<file path="src/rtl/cruzamento_ctrl.sv">
// Intersection scheduler: sequences main road A and side road B through timed
// green/yellow/all-red phases, latching side-road and pedestrian requests.
module cruzamento_ctrl #(
  parameter int unsigned CW          = 8,
  parameter int unsigned T_GREEN_MIN = 8,
  parameter int unsigned T_YELLOW    = 3,
  parameter int unsigned T_ALLRED    = 2,
  parameter int unsigned T_SIDE_MAX  = 10
) (
  input  logic       clk,
  input  logic       res,
  input  logic       CAR_B,
  input  logic       PED,
  output logic       GRN_A,
  output logic       YLW_A,
  output logic       RED_A,
  output logic       GRN_B,
  output logic       YLW_B,
  output logic       RED_B,
  output logic       WALK,
  output logic [2:0] phase,
  output logic       req
);

  typedef enum logic [2:0] {
    A_GRN = 3'd0,
    A_YLW = 3'd1,
    AR1   = 3'd2,
    B_GRN = 3'd3,
    B_YLW = 3'd4,
    AR2   = 3'd5
  } state_t;

  localparam logic [CW-1:0] GMIN_LAST = CW'(T_GREEN_MIN - 1);
  localparam logic [CW-1:0] YLW_LAST  = CW'(T_YELLOW - 1);
  localparam logic [CW-1:0] AR_LAST   = CW'(T_ALLRED - 1);
  localparam logic [CW-1:0] SIDE_LAST = CW'(T_SIDE_MAX - 1);
  localparam logic [CW-1:0] CNT_MAX   = '1;

  state_t        state;
  state_t        state_nxt;
  logic [CW-1:0] cnt;
  logic          enter_b;

  always_comb begin
    state_nxt = state;
    case (state)
      A_GRN: if ((cnt >= GMIN_LAST) && (req || CAR_B)) state_nxt = A_YLW;
      A_YLW: if (cnt == YLW_LAST) state_nxt = AR1;
      AR1:   if (cnt == AR_LAST) state_nxt = B_GRN;
      B_GRN: if ((cnt == SIDE_LAST) || ((cnt >= GMIN_LAST) && !CAR_B))
               state_nxt = B_YLW;
      B_YLW: if (cnt == YLW_LAST) state_nxt = AR2;
      AR2:   if (cnt == AR_LAST) state_nxt = A_GRN;
      default: state_nxt = A_GRN;
    endcase
  end

  assign enter_b = (state_nxt == B_GRN) && (state != B_GRN);

  // Clearing req on B_GRN entry takes priority over a request seen on that same edge.
  always_ff @(posedge clk or negedge res) begin
    if (!res) begin
      state <= A_GRN;
      cnt   <= '0;
      req   <= 1'b0;
    end else begin
      state <= state_nxt;
      if (state_nxt != state)
        cnt <= '0;
      else if (cnt != CNT_MAX)
        cnt <= cnt + CW'(1);
      if (enter_b)
        req <= 1'b0;
      else if ((state != B_GRN) && (PED || CAR_B))
        req <= 1'b1;
    end
  end

  always_comb begin
    GRN_A = 1'b0;
    YLW_A = 1'b0;
    RED_A = 1'b0;
    GRN_B = 1'b0;
    YLW_B = 1'b0;
    RED_B = 1'b0;
    WALK  = 1'b0;
    case (state)
      A_GRN: begin GRN_A = 1'b1; RED_B = 1'b1; end
      A_YLW: begin YLW_A = 1'b1; RED_B = 1'b1; end
      AR1, AR2: begin RED_A = 1'b1; RED_B = 1'b1; end
      B_GRN: begin RED_A = 1'b1; GRN_B = 1'b1; WALK = 1'b1; end
      B_YLW: begin RED_A = 1'b1; YLW_B = 1'b1; end
      default: begin GRN_A = 1'b1; RED_B = 1'b1; end
    endcase
  end

  assign phase = state;

endmodule

</file>
<file path="config.mk">
export PLATFORM = sky130hd
export DESIGN_NAME = cruzamento_ctrl
export DESIGN_NICKNAME = d
export VERILOG_FILES = /design/src/rtl/cruzamento_ctrl.sv
export SDC_FILE = /design/constraint.sdc
export NUM_CORES = 1
export LEC_CHECK = 0
export CELL_PAD_IN_SITES_DETAIL_PLACEMENT = 1
export CELL_PAD_IN_SITES_GLOBAL_PLACEMENT = 2
export CORE_ASPECT_RATIO = 1.75
export CORE_MARGIN = 2
export CORE_UTILIZATION = 30
export CTS_BUF_LIST = sky130_fd_sc_hd__clkbuf_16
export CTS_CLUSTER_DIAMETER = 30
export CTS_CLUSTER_SIZE = 14
export DETAILED_ROUTE_END_ITERATION = 7
export PLACE_DENSITY_LB_ADDON = 0.1
export SLEW_MARGIN = 20
export SYNTH_ARGS = -nofsm -noshare
export SYNTH_HDL_FRONTEND = slang
export SYNTH_SLANG_ARGS = --single-unit
export TNS_END_PERCENT = 1
</file>
<file path="constraint.sdc">
create_clock -name clk -period 1.92 [get_ports clk]
set_clock_uncertainty 0.1 [all_clocks]
set_input_delay 0.192 -clock clk [delete_from_list [all_inputs] [get_ports clk]]
set_output_delay 0.192 -clock clk [all_outputs]
set_load 0.02 [all_outputs]
</file>
==> flow_metrics.tcl <==
set metrics [dict create \
    power_frac_comb 0.632 \
    relSlewSlack 0.5828 \
    post-place-ws_ns -0.1263 \
    crit_required_ns 1.95 \
    clock_latency_ns 0.24 \
    fp-row-count 28 \
    fin_crit_ns 2.012 \
    diodes 0 \
    synth_fa_ha_area_frac 0.04700 \
    fillCellCount 426 \
    cts_setup_buffers 0 \
    slew_violations 0 \
    coreArea_um2 3398 \
    holdWs_ns 0.2398 \
    outcome "finished with violations" \
    fmax_mhz 497.1 \
    regToRegSetupSlack_ns -0.09 \
    place_hpwl_um 2554 \
    gr-total-overflow 0 \
    critPathCaptureType "register" \
    grt_max_degree 13 \
    antenna_found_initial 0 \
    vdd_drop_max_uv 618.9 \
    wl_per_cell_um 15.74 \
    syn2layout_area_growth_pct 39.60 \
    ys_ff_latch 12 \
    p_clk_frac 0.183 \
    synth_top_area_cell "dfrtp_1" \
    cts_buffers 3 \
    synth_area_leaders "dfrtp_1 28%, bufbuf_16 6.1%, nor3_2 5.6%, a2111oi_4 5.2%, ha_1 4.7%" \
    drive_gt1_frac 0.3618 \
    rr_endpoint "cnt[6]" \
    synth_compound_area_frac 0.2456 \
    grt_pass1_vias 1142 \
    ys_seq_area_frac 0.2820 \
    clockRootBuffer "clkbuf_16" \
    path_clk_slew_ns 0.05 \
    synthArstFlopShare 1.000 \
    max_cap_viol_count 0 \
    reg2reg_from "cnt[7]" \
    grt_first_pass_wirelength_um 5388 \
    final_util 0.4374 \
    ant_nets 0 \
    ys_types 43 \
    synth-main-ff-cell "dfrtp_1" \
    synth.most_common_cell "dfrtp_1" \
    cp-start-kind "register" \
    p_switching_mw 0.9344 \
    sw_frac_of_total 0.4331 \
    p_int_mw 1.223 \
    vias 994 \
    reg2regPathDepth 6 \
    violations "setup timing" \
    synth-xor-area-share 0.008226 \
    hold_violations 0 \
    cp_data_arrival_time_ns 2.04 \
    rsz0062_at_grt "yes" \
    synthDominantCellAreaShare 0.2820 \
    die_h_um 82.81 \
    ys_warn_count 0 \
    avgViaCountPerCell 5.046 \
    cts_buffer_depth 2 \
    p_total_mw 2.158 \
    io_pins 15 \
    drc 0 \
    p_seq_frac 0.185 \
    setup_viol 8 \
    drt_iter0_drc 10 \
    setup_slack_ns -0.09161 \
    synthSimpleGateAreaFrac 0.2832 \
    hold_class "input pin to async pin" \
    power_leakage_nw 0.6979 \
    crit_type "register to register" \
    cts-htree-levels 1 \
    synth_nets 119 \
    track_usage 0.1703 \
    gp_congestion 0.8186 \
    synth-edff-count 0 \
    min_period_over_period 1.048 \
    routed_wl_um 3100 \
    io_buffer_count 14 \
    synth_cells 111 \
    worstMarginPinSlew_ns 0.6238 \
    synth.avg_cell_area_um2 9.593 \
    critPathMaxFanout 8 \
    nets 161 \
    ctsHoldBuffers 0 \
    die_area_um2 4061 \
    synthMuxAreaShare 0.01998 \
    synth_common_cells "12 x dfrtp_1, 11 x nand2_1, 10 x inv_1" \
    cts_sinks 12 \
    drtPass1Iterations 2 \
    tritoncts "done" \
    start_util 0.3133 \
    power_density_nw_per_um2 1452 \
    synth_area_um2 1065 \
    synth_top_family_by_area "simple AND/OR/NAND/NOR gates" \
    die_w_um 49.04 \
]
## layout make-up
class / count / area [um^2] / area share
multi-input cells: 83 / 653.1 / 0.4394
repair buffers: 43 / 360.3 / 0.2424
flip-flops and latches: 12 / 300.3 / 0.2020
clock buffers: 3 / 75.07 / 0.05050
well taps: 45 / 56.30 / 0.03788
inverters: 10 / 37.54 / 0.02525
clock inverters: 1 / 3.754 / 0.002525
## logic make-up after synthesis
| logic type | Yosys count |
|---|---|
| AND/OR/NAND/NOR | 49 |
| buffers and inverters | 16 |
| flip-flops | 12 |
| multiplexers | 2 |
| adder cells (fa/ha/maj) | 4 |
| AO/OA/AOI/OAI | 27 |
| XOR/XNOR | 1 |
## layout by cell type (no fill, tap or decap), types with 2 or more instances in the layout
cell	n
o21ai_0	3
or2_2	2
clkdlybuf4s50_1	8
dlygate4sd2_1	4
ha_1	4
nor2_1	7
o211ai_1	2
nand3_1	5
a21oi_1	5
a2111oi_4	2
inv_1	10
dfrtp_1	12
clkbuf_16	3
nor3_2	6
buf_4	28
and3_1	2
nor3_1	4
a31oi_1	3
nand2_1	11
## registers in the layout, summed over array words and instances (netlist names)
name and cells:
cnt 8, phase 3, req 1
## worst max-delay path, stage by stage (launching register included)
cell and delay, ns:
dfrtp_1 0.40, nor4_4 0.27, buf_4 0.19, a211oi_2 0.08, a41o_1 0.21, o311a_4 0.43
a2111oi_4 0.21
## through the flow
step	instance area, um^2	std cells	TNS [ns]
5_1_grt	1486	197	-0.9346
3_3_place_gp	1408	193	-0.2385
3_5_place_dp	1408	193	-0.6970
4_1_cts	1483	197	-0.3339
2_1_floorplan	1065	111	-1.228
6_report	1486	197	-0.3048
## layer usage
metal  vias up  track usage  part of all wire
met5         -            0                 0
met4         0      0.09091             0.036
met3         9      0.02158             0.023
met2        20       0.3313              0.59
met1       478       0.1661              0.35
li1        487            -                 -
## power by group through the flow
stage	Clock, mW	Combinational [mW]	Sequential, mW
2_1_floorplan	0	0.882	0.411
3_3_place_gp	0	1.38	0.399
3_5_place_dp	0	1.39	0.403
4_1_cts	0.403	1.37	0.403
5_1_grt	0.413	1.50	0.413
6_report	0.394	1.36	0.400
## worst max-delay path by stage
stage | from | end | slack (ns) | cells after the start
after CTS | cnt[7] | cnt[6] | -0.09 | 6
after global routing | cnt[7] | cnt[6] | -0.17 | 6
final | cnt[7] | cnt[6] | -0.09 | 6
after global placement | cnt[0] | cnt[6] | -0.04 | 6
after detailed placement | cnt[0] | cnt[6] | -0.13 | 6
after floorplan | cnt[7] | cnt[6] | -0.18 | 5
## repair_timing
action / CTS / global route
gates resized for setup: 7 / 6
endpoints found under the setup margin: 14 / 13
endpoints found under the hold margin: 0 / 0
pin swaps: 4 / 2
Power figures use the tool's default switching activity.
